--- config.mk ---
export PLATFORM = sky130hd
export DESIGN_NAME = fisc_fetch_unit_flat
export DESIGN_NICKNAME = d
export VERILOG_FILES = /design/src/rtl/fisc_fetch_if.sv /design/src/rtl/fisc_fetch_unit.sv /design/src/flat_wrapper.sv
export SDC_FILE = /design/constraint.sdc
export NUM_CORES = 1
export LEC_CHECK = 0
export BUFFER_PORTS_ARGS = -buffer_cell sky130_fd_sc_hd__buf_4
export CAP_MARGIN = 20
export CELL_PAD_IN_SITES_DETAIL_PLACEMENT = 1
export CELL_PAD_IN_SITES_GLOBAL_PLACEMENT = 1
export CORE_ASPECT_RATIO = 0.75
export CORE_MARGIN = 2
export CORE_UTILIZATION = 40
export DETAILED_ROUTE_END_ITERATION = 8
export PLACE_DENSITY_LB_ADDON = 0.1
export SLEW_MARGIN = 20
export SYNTH_ARGS = -nofsm -noshare
export SYNTH_HDL_FRONTEND = slang
export SYNTH_SLANG_ARGS = --single-unit
--- constraint.sdc ---
create_clock -name clk -period 3.9 [get_ports clk]
set_input_delay 0.195 -clock clk [delete_from_list [all_inputs] [get_ports clk]]
set_output_delay 0.195 -clock clk [all_outputs]
set_load 0.01 [all_outputs]
--- src/rtl/fisc_fetch_if.sv ---
// Fetch unit bus bundle: memory read port, decode-side valid/ready head and redirect input.
interface fisc_fetch_if #(
  parameter int unsigned WORD_W  = 64,
  parameter int unsigned INSN_W  = 32,
  parameter int unsigned PC_W    = 64,
  parameter int unsigned MADDR_W = 32
);
  logic               mem_rd;
  logic [MADDR_W-1:0] mem_addr;
  logic               mem_ack;
  logic [WORD_W-1:0]  mem_rdata;
  logic               insn_valid;
  logic [INSN_W-1:0]  insn;
  logic [PC_W-1:0]    insn_pc;
  logic               insn_ready;
  logic               redirect_en;
  logic [PC_W-1:0]    redirect_pc;
  logic               fetch_busy;

  modport master (
    output mem_rd, mem_addr, insn_valid, insn, insn_pc, fetch_busy,
    input  mem_ack, mem_rdata, insn_ready, redirect_en, redirect_pc
  );

  modport slave (
    input  mem_rd, mem_addr, insn_valid, insn, insn_pc, fetch_busy,
    output mem_ack, mem_rdata, insn_ready, redirect_en, redirect_pc
  );
endinterface

--- src/rtl/fisc_fetch_unit.sv ---
// Instruction fetch unit: reads memory words, splits them into instructions and buffers them
// in a prefetch queue toward decode; redirect flushes the queue and discards in-flight data.
module fisc_fetch_unit #(
  parameter int unsigned    WORD_W   = 64,
  parameter int unsigned    INSN_W   = 32,
  parameter int unsigned    PC_W     = 64,
  parameter int unsigned    MADDR_W  = 32,
  parameter int unsigned    QDEPTH   = 4,
  parameter logic [PC_W-1:0] PC_RESET = '0
) (
  input  logic         clk,
  input  logic         reset_n,
  fisc_fetch_if.master bus_io
);
  localparam int unsigned IPW   = WORD_W / INSN_W;
  localparam int unsigned WB    = WORD_W / 8;
  localparam int unsigned IB    = INSN_W / 8;
  localparam int unsigned OFF_W = $clog2(WB);
  localparam int unsigned ISH   = $clog2(IB);
  localparam int unsigned PTR_W = (QDEPTH > 1) ? $clog2(QDEPTH) : 1;
  localparam int unsigned CNT_W = $clog2(QDEPTH + 1);

  typedef enum logic [1:0] {StIdle, StReq, StDrop} state_e;

  state_e             state_q, state_d;
  logic [PC_W-1:0]    pc_q, pc_d;
  logic [MADDR_W-1:0] addr_q, addr_d;
  logic [INSN_W-1:0]  qinsn_q [QDEPTH];
  logic [INSN_W-1:0]  qinsn_d [QDEPTH];
  logic [PC_W-1:0]    qpc_q [QDEPTH];
  logic [PC_W-1:0]    qpc_d [QDEPTH];
  logic [PTR_W-1:0]   rd_ptr_q, rd_ptr_d, wr_ptr_q, wr_ptr_d;
  logic [CNT_W-1:0]   cnt_q, cnt_d;
  logic [INSN_W-1:0]  last_insn_q;
  logic [PC_W-1:0]    last_pc_q;

  logic            pop;
  logic [PC_W-1:0] word_base;
  int unsigned     slot, n_push, free_pop, cnt_after;

  assign pop       = (cnt_q != '0) && bus_io.insn_ready;
  assign word_base = pc_q & ~PC_W'(WB - 1);
  assign slot      = int'((pc_q & PC_W'(WB - 1)) >> ISH);

  always_comb begin : next_state
    state_d   = state_q;
    pc_d      = pc_q;
    addr_d    = addr_q;
    qinsn_d   = qinsn_q;
    qpc_d     = qpc_q;
    rd_ptr_d  = pop ? rd_ptr_q + PTR_W'(1) : rd_ptr_q;
    wr_ptr_d  = wr_ptr_q;
    n_push    = 0;
    free_pop  = QDEPTH - int'(cnt_q) + (pop ? 1 : 0);
    cnt_after = 0;

    if (bus_io.redirect_en) begin
      // Flush: any response arriving now or later for the old pc is thrown away.
      pc_d     = bus_io.redirect_pc;
      rd_ptr_d = '0;
      wr_ptr_d = '0;
      unique case (state_q)
        StIdle:  state_d = StReq;
        StReq:   state_d = bus_io.mem_ack ? StReq : StDrop;
        StDrop:  state_d = bus_io.mem_ack ? StReq : StDrop;
        default: state_d = StIdle;
      endcase
    end else begin
      unique case (state_q)
        StIdle: if (free_pop >= IPW) state_d = StReq;
        StReq: begin
          if (bus_io.mem_ack) begin
            for (int unsigned i = 0; i < IPW; i++) begin
              if (i >= slot) begin : push_slice
                int unsigned idx;
                idx        = (int'(wr_ptr_q) + i - slot) % QDEPTH;
                qinsn_d[idx] = bus_io.mem_rdata[i*INSN_W +: INSN_W];
                qpc_d[idx]   = word_base + PC_W'(i * IB);
              end
            end
            n_push    = IPW - slot;
            wr_ptr_d  = wr_ptr_q + PTR_W'(n_push);
            pc_d      = word_base + PC_W'(WB);
            cnt_after = int'(cnt_q) + n_push - (pop ? 1 : 0);
            state_d   = (QDEPTH - cnt_after >= IPW) ? StReq : StIdle;
          end
        end
        StDrop:  if (bus_io.mem_ack) state_d = StReq;
        default: state_d = StIdle;
      endcase
    end

    cnt_d = bus_io.redirect_en ? '0 : CNT_W'(int'(cnt_q) + n_push - (pop ? 1 : 0));
    // Address is latched on entry to StReq so it stays put through a drop.
    if (state_d == StReq) addr_d = MADDR_W'(pc_d >> OFF_W);
  end

  always_ff @(posedge clk) begin
    if (!reset_n) begin
      state_q     <= StIdle;
      pc_q        <= PC_RESET;
      addr_q      <= '0;
      rd_ptr_q    <= '0;
      wr_ptr_q    <= '0;
      cnt_q       <= '0;
      last_insn_q <= '0;
      last_pc_q   <= '0;
      for (int i = 0; i < QDEPTH; i++) begin
        qinsn_q[i] <= '0;
        qpc_q[i]   <= '0;
      end
    end else begin
      state_q  <= state_d;
      pc_q     <= pc_d;
      addr_q   <= addr_d;
      rd_ptr_q <= rd_ptr_d;
      wr_ptr_q <= wr_ptr_d;
      cnt_q    <= cnt_d;
      qinsn_q  <= qinsn_d;
      qpc_q    <= qpc_d;
      if (cnt_q != '0) begin
        last_insn_q <= qinsn_q[rd_ptr_q];
        last_pc_q   <= qpc_q[rd_ptr_q];
      end
    end
  end

  assign bus_io.mem_rd     = (state_q != StIdle);
  assign bus_io.fetch_busy = (state_q != StIdle);
  assign bus_io.mem_addr   = addr_q;
  assign bus_io.insn_valid = (cnt_q != '0);
  assign bus_io.insn       = (cnt_q != '0) ? qinsn_q[rd_ptr_q] : last_insn_q;
  assign bus_io.insn_pc    = (cnt_q != '0) ? qpc_q[rd_ptr_q] : last_pc_q;
endmodule

--- src/flat_wrapper.sv ---
// flat-port wrapper written by rule: the top's interface ports become plain ports
module fisc_fetch_unit_flat 
#(
  parameter int unsigned    WORD_W   = 64,
  parameter int unsigned    INSN_W   = 32,
  parameter int unsigned    PC_W     = 64,
  parameter int unsigned    MADDR_W  = 32,
  parameter int unsigned    QDEPTH   = 4,
  parameter logic [PC_W-1:0] PC_RESET = '0
)
  (clk, reset_n, bus_io_mem_rd, bus_io_mem_addr, bus_io_insn_valid, bus_io_insn, bus_io_insn_pc, bus_io_fetch_busy, bus_io_mem_ack, bus_io_mem_rdata, bus_io_insn_ready, bus_io_redirect_en, bus_io_redirect_pc);
  fisc_fetch_if #(.WORD_W(WORD_W), .INSN_W(INSN_W), .PC_W(PC_W), .MADDR_W(MADDR_W)) bus_io_i ();
  input  logic clk;
  input  logic reset_n;
  output wire logic [$bits(bus_io_i.mem_rd)-1:0] bus_io_mem_rd;
  output wire logic [$bits(bus_io_i.mem_addr)-1:0] bus_io_mem_addr;
  output wire logic [$bits(bus_io_i.insn_valid)-1:0] bus_io_insn_valid;
  output wire logic [$bits(bus_io_i.insn)-1:0] bus_io_insn;
  output wire logic [$bits(bus_io_i.insn_pc)-1:0] bus_io_insn_pc;
  output wire logic [$bits(bus_io_i.fetch_busy)-1:0] bus_io_fetch_busy;
  input wire logic [$bits(bus_io_i.mem_ack)-1:0] bus_io_mem_ack;
  input wire logic [$bits(bus_io_i.mem_rdata)-1:0] bus_io_mem_rdata;
  input wire logic [$bits(bus_io_i.insn_ready)-1:0] bus_io_insn_ready;
  input wire logic [$bits(bus_io_i.redirect_en)-1:0] bus_io_redirect_en;
  input wire logic [$bits(bus_io_i.redirect_pc)-1:0] bus_io_redirect_pc;
  assign bus_io_mem_rd = bus_io_i.mem_rd;
  assign bus_io_mem_addr = bus_io_i.mem_addr;
  assign bus_io_insn_valid = bus_io_i.insn_valid;
  assign bus_io_insn = bus_io_i.insn;
  assign bus_io_insn_pc = bus_io_i.insn_pc;
  assign bus_io_fetch_busy = bus_io_i.fetch_busy;
  assign bus_io_i.mem_ack = bus_io_mem_ack;
  assign bus_io_i.mem_rdata = bus_io_mem_rdata;
  assign bus_io_i.insn_ready = bus_io_insn_ready;
  assign bus_io_i.redirect_en = bus_io_redirect_en;
  assign bus_io_i.redirect_pc = bus_io_redirect_pc;
  fisc_fetch_unit #(.WORD_W(WORD_W), .INSN_W(INSN_W), .PC_W(PC_W), .MADDR_W(MADDR_W), .QDEPTH(QDEPTH), .PC_RESET(PC_RESET)) u_core (.clk(clk), .reset_n(reset_n), .bus_io(bus_io_i));
endmodule
# ---- Word-level counts from Yosys, hierarchy flattened
# Index checks and enable logic that the tools add are counted.
dict set report word_totals {
  word_cells 107
  ff_bits 585
}
dict set report op_classes {
  eq_ne 3
  reduce_logical 13
  order_cmp 9
  n_mux 45
  n_bitwise 5
  n_addsub 15
}
# operator count
set ops {}
lappend ops {{$mux 256} 5}
lappend ops {{$mux 128} 5}
lappend ops {{$bwmux 256} 2}
lappend ops {{$mux 64} 8}
lappend ops {{$bwmux 128} 2}
lappend ops {{$demux 64 s2} 2}
lappend ops {{$mux 32} 5}
lappend ops {{$bmux 64 s2} 1}
lappend ops {{$demux 32 s2} 2}
lappend ops {{$ge 33x3->1 const B} 2}
lappend ops {{$lt 33x1->1 const B} 2}
lappend ops {{$not 2->33} 2}
lappend ops {{$add 64x3->64 const B} 1}
lappend ops {{$add 64x4->64 const B} 1}
lappend ops {{$bmux 32 s2} 1}
lappend ops {{$ge 32x2->1 const B} 2}
lappend ops {{$add 3x32->32} 1}
lappend ops {{$add 32x1->32} 1}
lappend ops {{$sub 3x32->32 const A} 1}
lappend ops {{$sub 32x32->32} 1}
lappend ops {{$mux 2} 5}
lappend ops {{$mux 3} 3}
lappend ops {{$pmux 2 s3} 1}
lappend ops {{$reduce_bool 2->1} 3}
lappend ops {{other kinds (21)} 31}

# ---- Depth between registers and ports, before layout
# Gate-level depths: netlist of run 1.
dict set report logic_depth {
  ltp_word 13
  mapped_depth 17
}

# ---- Worst setup path after synthesis of run 1
# OpenSTA, ideal clock, no wires.
dict set report synth_timing {
  path_kind {register to register}
  startpoint {register u_core.cnt_q[0]}
  endpoint {register u_core.addr_q[19] (netlist: u_core.bus_io.mem_addr[19])}
  required_ns 3.786
  stages_incl_launch_ff 18
  t_arrival_ns 3.625
  slack_ns 0.161
  synth_period_minus_slack_ns 3.739
  path_cell_list {dfxtp_1 -> inv_1 -> ha_1 -> ha_1 -> clkbuf_1 -> nor2b_1 -> ha_1 -> nand3b_1 -> a211o_1 -> ha_1 -> nor4b_1 -> nand4_1 -> nor4_1 -> or3_1 -> clkbuf_1 -> nor2_1 -> clkbuf_1 -> a21o_1}
}
dict set report synth_via {
  elab_chain_cells 11
  word_cells_on_any_way 16
}
# item line
set synth_lines {}
lappend synth_lines {{start: declaration} fisc_fetch_unit.sv:33} ;# logic [CNT_W-1:0] cnt_q, cnt_d;
lappend synth_lines {{start signal: assignment} fisc_fetch_unit.sv:118} ;# cnt_q <= cnt_d;
lappend synth_lines {{parallel branches: the longest is 8 deep, another holds $add 3x32->32} n/a}
lappend synth_lines {{$pmux 2 s3 *} fisc_fetch_unit.sv:69} ;# unique case (state_q)
lappend synth_lines {{$mux 2 *} fisc_fetch_unit.sv:57} ;# if (bus_io.redirect_en) begin
lappend synth_lines {{$eq 2x1->1 *} fisc_fetch_unit.sv:95} ;# if (state_d == StReq) addr_d = MADDR_W'(pc_d >> OFF_W);
lappend synth_lines {{end signal: assignment} fisc_fetch_unit.sv:115} ;# addr_q <= addr_d;
lappend synth_lines {{end: declaration} fisc_fetch_unit.sv:27} ;# logic [MADDR_W-1:0] addr_q, addr_d;
# Mark *: on every way between the ends.
# A chain may end at the register's enable or synchronous reset.

# ---- Worst setup path after layout of run 1
dict set report layout_timing {
  startpoint {register u_core.cnt_q[1]}
  endpoint {register u_core.addr_q[0] (netlist: u_core.bus_io.mem_addr[0])}
}
# Same word-level chain as after synthesis.

==> results of run 1 <==
[cells in the mapped netlist (19+ instances only)]
| cell | instances |
|---|---|
| nor4_1 | 19 |
| ha_1 | 25 |
| xor2_1 | 19 |
| a22oi_1 | 64 |
| xnor2_1 | 49 |
| o21ai_0 | 105 |
| nor2_1 | 177 |
| a211oi_1 | 21 |
| buf_2 | 27 |
| nand4_1 | 24 |
| nand3_1 | 32 |
| nor3_1 | 23 |
| clkbuf_1 | 245 |
| dfxtp_1 | 575 |
| nand2_1 | 855 |
| a21o_1 | 23 |
| a21oi_1 | 527 |
| o22ai_1 | 65 |
| mux4_2 | 94 |
[layout make-up]
| class | count | area, µm² |
|---|---|---|
| diodes | 6 | 15.0 |
| clock buffers | 101 | 1890 |
| clock inverters | 8 | 90.1 |
| fillers | 7264 | 30700 |
| inverters | 19 | 83.8 |
| multi-input cells | 2193 | 12500 |
| flip-flops and latches | 575 | 11500 |
| well taps | 810 | 1010 |
| repair buffers | 487 | 4210 |
[cell families after synthesis]
group / after synthesis / synth area share (%)
and+or+nand+nor: 1174 / 18.9
DFF: 575 / 45.8
adders and majority gates: 28 / 1.48
buffers and inverters: 309 / 4.77
AOI/OAI and AO/OA: 826 / 18.1
muxes: 97 / 8.55
xor gates and xnor gates: 68 / 2.37
[sequential cells by signal, indices dropped and copies added, names as in the netlist]
signal	cells
u_core.pc_q	62
u_core.last_pc_q	64
u_core.rd_ptr_q	2
u_core.cnt_q	3
u_core.qinsn_q	128
u_core.last_insn_q	32
u_core.qpc_q	248
u_core.wr_ptr_q	2
u_core.state_q	2
u_core.bus_io.mem_addr	32
[critical path: stages (launching register included)]
cell      delay, ns
dfxtp_1        0.33
inv_1          0.09
ha_1           0.23
ha_4           0.17
nor2b_1        0.17
ha_1           0.20
nand3b_1       0.15
a211o_1        0.32
ha_1           0.26
nor4b_1        0.14
nand4_1        0.11
nor4_1         0.05
buf_4          0.16
or3_1          0.39
nor2_2         0.10
buf_4          0.36
o21ai_0        0.17
[power groups by stage]
stage,registers [µW],clock network [µW],logic [µW]
floorplan,6270,0,941
global placement,6370,0,1540
detailed placement,6380,0,1590
CTS,6250,5920,1750
global route,6280,6170,1900
finish,6260,5820,1760
[layer usage]
metal / vias to the layer above / track usage, % / wire length (µm)
li1: 11100 / - / -
met1: 12000 / 37.5 / 41200
met2: 682 / 45.5 / 43300
met3: 189 / 4.20 / 4920
met4: 2 / 9.89 / 2720
met5: - / 0 / 13
[final timing paths]
kind	start	depth (start not counted)	endpoint	slack [ns]
worst min-delay path	bus_io_redirect_en	3	u_core.pc_q[59]	0.04
worst min register to register	u_core.qpc_q[172]	2	u_core.qpc_q[172]	0.45
worst max-delay path	u_core.cnt_q[1]	16	u_core.bus_io.mem_addr[0]	0.33
worst max register to register	u_core.cnt_q[1]	16	u_core.bus_io.mem_addr[0]	0.33
[what timing repair did]
item | 4_1_cts | 5_1_grt
resized for setup | 1 | 0
hold buffers | 158 | 0
endpoints found under the hold margin | 187 | 0
setup buffers | 0 | 1
setup endpoints to repair | 18 | 11
pin swaps | 0 | 1
[metrics by stage]
| step | hold WS, ns | worst slack [ns] |
|---|---|---|
| after detailed placement | 0.447 | -0.214 |
| after floorplan | 0.339 | 0.161 |
| after global routing | 0.0288 | 0.112 |
| after global placement | 0.438 | 0.0230 |
| after CTS | 0.00684 | 0.128 |
| final | 0.0371 | 0.334 |
==> key figures, run 1 <==
Placement
  – DP Area: 27800 µm²
  – Placed Cells: 3925
  – Hpwl dp: 56700 µm
  – Input/output buffers: 261
  – Final GP Congestion: 0.817

Yosys
  – Number of synthesized flops with an enable pin: 0
  – Top cells by area, synth: dfxtp_1, nand2_1, a21oi_1
  – Ys Warns: 0
  – Post-synth top area cell: dfxtp_1
  – Prevailing post-synth register cell: dfxtp_1
  – Synth top area share: 45.8%
  – Syn_nets: 3238
  – Distinct cell type count after synthesis: 53
  – Yosys reg bits: 575
  – Part of the Yosys area used for sequential elements: 45.8%
  – Ys async rst share: 0%
  – Mean Syn Cell Area: 8.17 µm²
  – Post-synthesis cell count: 3077
  – Cell Area, Synth: 25100 µm²

Global route
  – Vias in the first global route: 25400
  – First-pass GRT wire length: 144000 µm
  – Gr usage total: 27.9%
  – Initial antenna violation count: 7
  – Largest net degree at the start of global routing: 120
  – Total global routing overflow: 0

Routing
  – Via Count: 23900
  – Total iterations of the first detailed-routing run: 5
  – Routed Antenna Nets: 0
  – Routed vias/inst: 5.70
  – First DRT Iteration DRCs: 1571
  – DRC viols: 0
  – WL/cell: 21.9 µm
  – Routed Wire Length: 92100 µm

Worst setup path
  – WS Path Type: reg2reg
  – CP endpoint kind: register
  – CP Data Required Time: 4.37 ns
  – Critical Path Fanout Max: 28
  – Startpoint type of the worst setup path: register
  – Arrival @ worst endpoint: 4.04 ns

Power
  – Sw Ratio: 26.9%
  – Int Pwr: 10100 µW
  – Final Power: 13800 µW
  – Net switching power: 3720 µW
  – Pwr Density: 441 nW/µm²
  – Power share of the sequential group: 45.2%
  – Peak supply drop: 291 µV
  – Clk pwr share: 42.0%
  – Cell leakage power: 0.0118 µW
  – Combinational share of power: 12.7%

Clock network
  – H-tree levels: 2
  – Longest Clk Path Bufs: 3
  – Clock slew at reported path FFs: 0.06 ns
  – CTS tree: yes
  – Clock Tree Root: clkbuf_16
  – CTS Sinks: 575
  – TritonCTS buffer count: 59
  – Clk_lat worst skew: 0.62 ns

Finish
  – Final core utilization: 50.5%
  – Nets: 3496
  – Ratio of cells with drive above 1 in the final layout: 16.2%
  – P&R area growth vs syn: 24.8%
  – Final Instance Count excl. Fillers: 4199
  – Most frequent cells in the layout: nand2_1, dfxtp_1, a21oi_1, buf_4, nor2_1
  – Post-route cell area: 31400 µm²
  – Most common cell after layout, fill and taps aside: nand2_1

Timing
  – Endpoints failing hold: 0
  – Slew margin rel.: 34.1%
  – Final setup vio count: 0
  – Max Clock Freq: 0.280 GHz
  – Total Neg Setup Slack: 0 ns
  – Max Transition Viols Final: 0
  – Fin crit share: 91.4%
  – Final min period: 3.57 ns
  – Unrepaired setup endpoints after global routing: false
  – Slew @ Worst Pin: 0.988 ns
  – Clock skew: 0.0150 ns

Flow run
  – Max cap viols: 0

Floorplan
  – Starting density of the core: 40.5%
  – Die Wd: 293 µm
  – Core ar.: 62100 µm²
  – Die area: 64900 µm²
  – I/O pin cnt: 264
  – Site row count: 79
  – Die H: 221 µm

Hold path
  – Hold Path Class: in2reg

Run status
  – Status: finished clean
(Power assumes the default switching activity.)
==> run 2, diff against run 1 <==
==> constraint.sdc (replaced) <==
create_clock -name clk -period 3.9 [get_ports clk]
set_input_delay 0.78 -clock clk [delete_from_list [all_inputs] [get_ports clk]]
set_output_delay 0.78 -clock clk [all_outputs]
set_load 0.01 [all_outputs]
==> key figures, run 2 (same netlist as run 1, synthesis figures left out) <==
Run status
  – Status: finished clean

Global route
  – GRT Max-Usage Layer: met2
  – First-pass GRT wire length: 141000 µm (-2.1%)
  – Gr usage total: 27.2% (-0.65 points)
  – Met3 usage: 3.48% (-0.72 points)
  – GR Util met1: 38.3% (+0.74 points)
  – Total global routing overflow: 0 (unchanged)
  – Largest net degree at the start of global routing: 133 (+11%)
  – Vias in the first global route: 24000 (-5.3%)
  – Initial antenna violation count: 5 (-2)
  – M2 GR Usage: 44.1% (-1.4 points)

Floorplan
  – Site row count: 79 (unchanged)
  – Starting density of the core: 40.5% (unchanged)
  – I/O pin cnt: 264 (unchanged)
  – Die H: 221 µm (unchanged)
  – Core ar.: 62100 µm² (unchanged)
  – Die Wd: 293 µm (unchanged)
  – Die area: 64900 µm² (unchanged)

Worst setup path
  – Startpoint type of the worst setup path: register
  – CP bufs+invs: 4 (+1)
  – CP Data Required Time: 3.12 ns (-1.25 ns)
  – CP max-delay cell: buf_6
  – WS Path Type: reg2out
  – CP endpoint kind: output port
  – Largest delay share family, worst path: buffers and inverters
  – Crit-path max cell delay: 0.54 ns (+0.15 ns)
  – Length in cells of the worst reg-to-reg path: 17 (+1)
  – Arrival @ worst endpoint: 2.88 ns (-1.16 ns)
  – Critical Path Fanout Max: 65 (+130%)
  – Worst path cell trace: inv_1 > ha_1 > ha_4 > buf_4 > buf_6 > nand2_1 > nand2_1 > buf_4
  – Stages on worst setup path: 8 (-8)

Hold path
  – Worst Hold Path Cells: 3 (unchanged)
  – Hold Path Class: in2reg

Finish
  – Most common cell after layout, fill and taps aside: nand2_1
  – Register name with the most flops: u_core.qpc_q
  – Biggest regs: u_core.qpc_q x248, u_core.qinsn_q x128, u_core.last_pc_q x64
  – Most frequent cells in the layout: nand2_1, dfxtp_1, a21oi_1, buf_4, nor2_1
  – Max reg flops: 248 (unchanged)
  – Ratio of cells with drive above 1 in the final layout: 16.8% (+0.64 points)
  – Nets: 3338 (-4.5%)
  – P&R area growth vs syn: 18.4%
  – Post-route cell area: 29800 µm² (-5.1%)

Routing
  – Via Count: 23200 (-3.1%)
  – First DRT Iteration DRCs: 1612 (+2.6%)
  – Total iterations of the first detailed-routing run: 5 (unchanged)
  – Routed Antenna Nets: 0 (unchanged)
  – Routed vias/inst: 5.75 (+0.88%)
  – DRC viols: 0 (unchanged)
  – WL/cell: 22.3 µm (+1.6%)
  – Routed Wire Length: 89900 µm (-2.4%)

Power
  – Peak supply drop: 291 µV (-0.17%)
  – Pwr Density: 456 nW/µm² (+3.3%)
  – Cell leakage power: 0.0111 µW (-6.0%)

Clock network
  – Longest Clk Path Bufs: 3 (unchanged)
  – Clk_lat worst skew: 0.64 ns (+0.02 ns)
  – CTS tree: yes
  – TritonCTS buffer count: 60 (+1.7%)
  – CTS Sinks: 575 (unchanged)
  – Clock slew at reported path FFs: 0.06 ns (about the same)
  – H-tree levels: 2 (unchanged)
  – Clock Tree Root: clkbuf_16

Timing
  – Unrepaired setup endpoints after global routing: false
  – Fin crit share: 93.7% (+2.3 points)
  – Slew margin rel.: 37.7% (+3.6 points)
  – Clock skew: 0.0268 ns (+0.0118 ns)
  – Endpoints failing hold: 0 (unchanged)
  – Max Transition Viols Final: 0 (unchanged)
  – Final setup vio count: 0 (unchanged)
  – Max Clock Freq: 0.274 GHz (-2.5%)
  – Final min period: 3.66 ns (+0.0899 ns)
  – Slew @ Worst Pin: 0.932 ns (-0.0557 ns)
  – Final Worst Setup Slack: 0.244 ns (-0.0899 ns)

Placement
  – Final GP Congestion: 0.836 (+2.3%)
  – Dpl ws: 0.0979 ns (+0.312 ns)
  – Hpwl dp: 54800 µm (-3.3%)
  – Input/output buffers: 261 (unchanged)
  – DP Area: 27800 µm² (+0.19%)

Flow run
  – Max cap viols: 0 (unchanged)
[run 2: cell count changes in the layout (fill, tap and decap cells not counted), sizes merged]
cell and delta:
buf -1, bufinv +1, clkbuf -12, dlygate4sd3 -158, inv +2, clkinv +3
diode -1
[run 2: layout make-up]
| class | instances | area (µm²) |
|---|---|---|
| Fill cell | 7323 | 32300 |
| Clock buffer | 89 | 1720 |
| Sequential cell | 575 | 11500 |
| Inverter | 19 | 83.8 |
| Clock inverter | 14 | 164 |
| Timing Repair Buffer | 328 | 2710 |
| Tap cell | 810 | 1010 |
| Multi-Input combinational cell | 2193 | 12500 |
| Antenna cell | 5 | 12.5 |
[run 2: through the flow]
stage               TNS (ns)  util (%)  hold WS [ns]  power (µW)  instances
floorplan                  0         -         0.433        7210       3077
global placement       -1.66      44.8         0.438        7940       3923
detailed placement         0      44.8         0.447        7990       3923
CTS                        0      47.9         0.359       13700       4026
global route               0      47.9         0.404       14100       4032
finish                     0      47.9         0.401       13600       4033
[run 2: what timing repair did]
action                                  in CTS  in global routing
gates cloned                                 0                  0
resized for setup                            1                  1
buffers inserted                             0                  2
pin swaps                                    0                  1
endpoints found under the setup margin      10                 12
hold buffers                                 0                  0
[run 2: worst paths after layout]
| path | start | to | slack [ns] |
|---|---|---|---|
| max reg2reg | u_core.cnt_q[0] | u_core.bus_io.mem_addr[3] | 0.27 |
| max | u_core.cnt_q[0] | bus_io_insn[13] | 0.24 |
| min | bus_io_redirect_pc[37] | u_core.pc_q[37] | 0.40 |
| min reg2reg | u_core.qpc_q[71] | u_core.qpc_q[71] | 0.45 |
[run 2: worst min-delay path: cells and delay by family]
family                 cells  cell delay [ns]
muxes                      1             0.06
and+or+nand+nor            1             0.08
buffers and inverters      1             0.08
[run 2: metal layers]
metal,part of all wire (%),vias to the layer above
met2,47,587
met4,2.0,2
li1,-,10700
met1,47,11700
met3,4.6,115
met5,0.014,-
[run 2: where the power goes]
group          total, µW  switching, µW  internal [µW]
clock               5670           2450           3220
combinational       1640           1070            571
sequential          6250            200           6050
total              13600           3720           9840
==> run 3, diff against run 2 <==
Settings changed: BUFFER_PORTS_ARGS -buffer_cell sky130_fd_sc_hd__buf_4 to -buffer_cell sky130_fd_sc_hd__buf_2.
==> key figures, run 3 (same netlist as run 1, synthesis figures left out) <==
Run status
  – Status: finished clean

Global route
  – Vias in the first global route: 24000 (-0.27%)
  – Gr usage total: 27.0% (-0.22 points)
  – Total global routing overflow: 0 (unchanged)
  – First-pass GRT wire length: 139000 µm (-0.96%)
  – Largest net degree at the start of global routing: 115 (-14%)
  – Initial antenna violation count: 11 (+6)

Timing
  – Clock skew: 0.0123 ns (-0.0145 ns)
  – Max Transition Viols Final: 0 (unchanged)
  – Max Clock Freq: 0.262 GHz (-4.3%)
  – Unrepaired setup endpoints after global routing: true
  – Hold WS: 0.425 ns (+0.0240 ns)
  – Final min period: 3.82 ns (+0.164 ns)
  – Fin crit share: 98.0% (+4.2 points)
  – Slew @ Worst Pin: 0.906 ns (-0.0266 ns)
  – Final setup vio count: 0 (unchanged)
  – Slew margin rel.: 39.5% (+1.8 points)
  – Final Worst Setup Slack: 0.0799 ns (-0.164 ns)
  – Endpoints failing hold: 0 (unchanged)

Clock network
  – TritonCTS buffer count: 58 (-3.3%)
  – Clk_lat worst skew: 0.63 ns (about the same)
  – H-tree levels: 2 (unchanged)
  – Longest Clk Path Bufs: 3 (unchanged)
  – CTS Sinks: 575 (unchanged)
  – CTS tree: yes
  – Clock slew at reported path FFs: 0.06 ns (about the same)
  – Clock Tree Root: clkbuf_16
  – Hold buffers post-CTS: 0 (unchanged)

Finish
  – Final Instance Count excl. Fillers: 4045 (+0.30%)
  – Biggest regs: u_core.qpc_q x248, u_core.qinsn_q x128, u_core.last_pc_q x64
  – Most common cell after layout, fill and taps aside: nand2_1
  – Most frequent cells in the layout: nand2_1, dfxtp_1, a21oi_1, buf_2, nor2_1
  – Post-route cell area: 29200 µm² (-1.8%)
  – Ratio of cells with drive above 1 in the final layout: 17.1% (+0.32 points)
  – Register name with the most flops: u_core.qpc_q
  – Max reg flops: 248 (unchanged)
  – Nets: 3342 (+0.12%)
  – Final core utilization: 47.1% (-0.88 points)
  – P&R area growth vs syn: 16.2%

Power
  – Peak supply drop: 301 µV (+3.5%)
  – Pwr Density: 469 nW/µm² (+3.0%)
  – Cell leakage power: 0.0110 µW (-0.43%)

Routing
  – WL/cell: 22.2 µm (-0.63%)
  – Routed Wire Length: 89600 µm (-0.33%)
  – Routed Antenna Nets: 0 (unchanged)
  – Total iterations of the first detailed-routing run: 6 (+1)
  – Via Count: 23100 (-0.49%)
  – DRC viols: 0 (unchanged)
  – Routed vias/inst: 5.71 (-0.79%)
  – First DRT Iteration DRCs: 1589 (-1.4%)

Hold path
  – Beginning of the worst hold path: bus_io_redirect_pc[2]
  – Worst Hold Path Cells: 3 (unchanged)
  – Hold Path Class: in2reg
  – Hold Path End: u_core.pc_q[2]

Floorplan
  – Core ar.: 62100 µm² (unchanged)
  – Starting density of the core: 40.5% (unchanged)
  – Die H: 221 µm (unchanged)
  – Die area: 64900 µm² (unchanged)
  – Site row count: 79 (unchanged)
  – I/O pin cnt: 264 (unchanged)
  – Die Wd: 293 µm (unchanged)

Worst setup path
  – Reg2Reg Capture Point: u_core.bus_io.mem_addr[13]
  – Critical R2R Launch: u_core.cnt_q[1]
  – WS Path Type: reg2out
  – CP endpoint kind: output port
  – Startpoint type of the worst setup path: register
  – Arrival @ worst endpoint: 3.04 ns (+0.16 ns)
  – Critical Path Fanout Max: 39 (-40%)
  – R2R Setup Slk: 0.31 ns (+0.04 ns)
  – CP Data Required Time: 3.12 ns (about the same)
  – Length in cells of the worst reg-to-reg path: 15 (-2)

Placement
  – DP Area: 27200 µm² (-2.4%)
  – Final GP Congestion: 0.824 (-1.5%)
  – Input/output buffers: 261 (unchanged)
  – Dpl ws: 0.0888 ns (-0.00907 ns)
  – Placed Cells: 3929 (+0.15%)
  – Hpwl dp: 56200 µm (+2.5%)

Flow run
  – Max cap viols: 0 (unchanged)
==> run 3: changes by cell type in the layout (fill, tap and decap cells not counted), moves of 2 or more <==
cell / delta
buf_2: +260
buf_4: -248
clkbuf_8: +6
buf_12: -5
clkbuf_1: -4
clkinvlp_4: +3
diode_2: +3
buf_6: -2
clkbuf_16: +2
inv_6: -2
==> run 3: worst max-delay path by stage <==
stage | start | end | slack, ns | cells after the start
after global routing | u_core.cnt_q[1] | bus_io_insn[19] | -0.06 | 9
final | u_core.cnt_q[1] | bus_io_insn[19] | 0.08 | 9
after global placement | bus_io_insn_ready | u_core.bus_io.mem_addr[2] | -0.15 | 14
after floorplan | u_core.cnt_q[0] | u_core.bus_io.mem_addr[19] | 0.16 | 17
after detailed placement | bus_io_insn_ready | u_core.bus_io.mem_addr[10] | 0.09 | 14
after CTS | u_core.cnt_q[1] | bus_io_insn[19] | 0.05 | 9
==> run 3: layout make-up <==
type	count	area [µm²]
Antenna cell	8	20.0
Clock buffer	92	1820
Clock inverter	14	178
Fill cell	7360	32900
Inverter	19	83.8
Multi-Input combinational cell	2193	12500
Sequential cell	575	11500
Tap cell	810	1010
Timing Repair Buffer	334	2040
==> run 3: metal layers <==
metal  share of wire (%)  track usage [%]
met2                  47             44.5
met4                 2.0             6.88
met5               0.012                0
met1                  46             37.5
met3                 5.0             3.47
==> run 3: timing repair <==
item	CTS	global route
pin swaps	0	1
setup buffers	0	2
endpoints found under the setup margin	60	31
gates resized for setup	1	1
==> run 3: worst max-delay path: stages, from the launching register on <==
cell and delay [ns]:
dfxtp_1 0.33, inv_1 0.09, ha_1 0.22, ha_4 0.17, buf_4 0.28, inv_4 0.44
buf_4 0.39, nand2_1 0.17, nand2_1 0.12, buf_2 0.14
==> run 3: where the power goes <==
part,total [µW],internal [µW],leakage (µW),switching [µW]
Sequential,6240,6050,0.00466,194
Combinational,1550,499,0.00539,1060
Clock,5910,3450,0.000980,2460
Total,13700,10000,0.0110,3710
==> run 3: stage by stage <==
step                setup TNS (ns)  total power (µW)
global route                -0.325             14200
detailed placement               0              7910
global placement             -1.83              7860
CTS                              0             13800
finish                           0             13700
floorplan                        0              7210
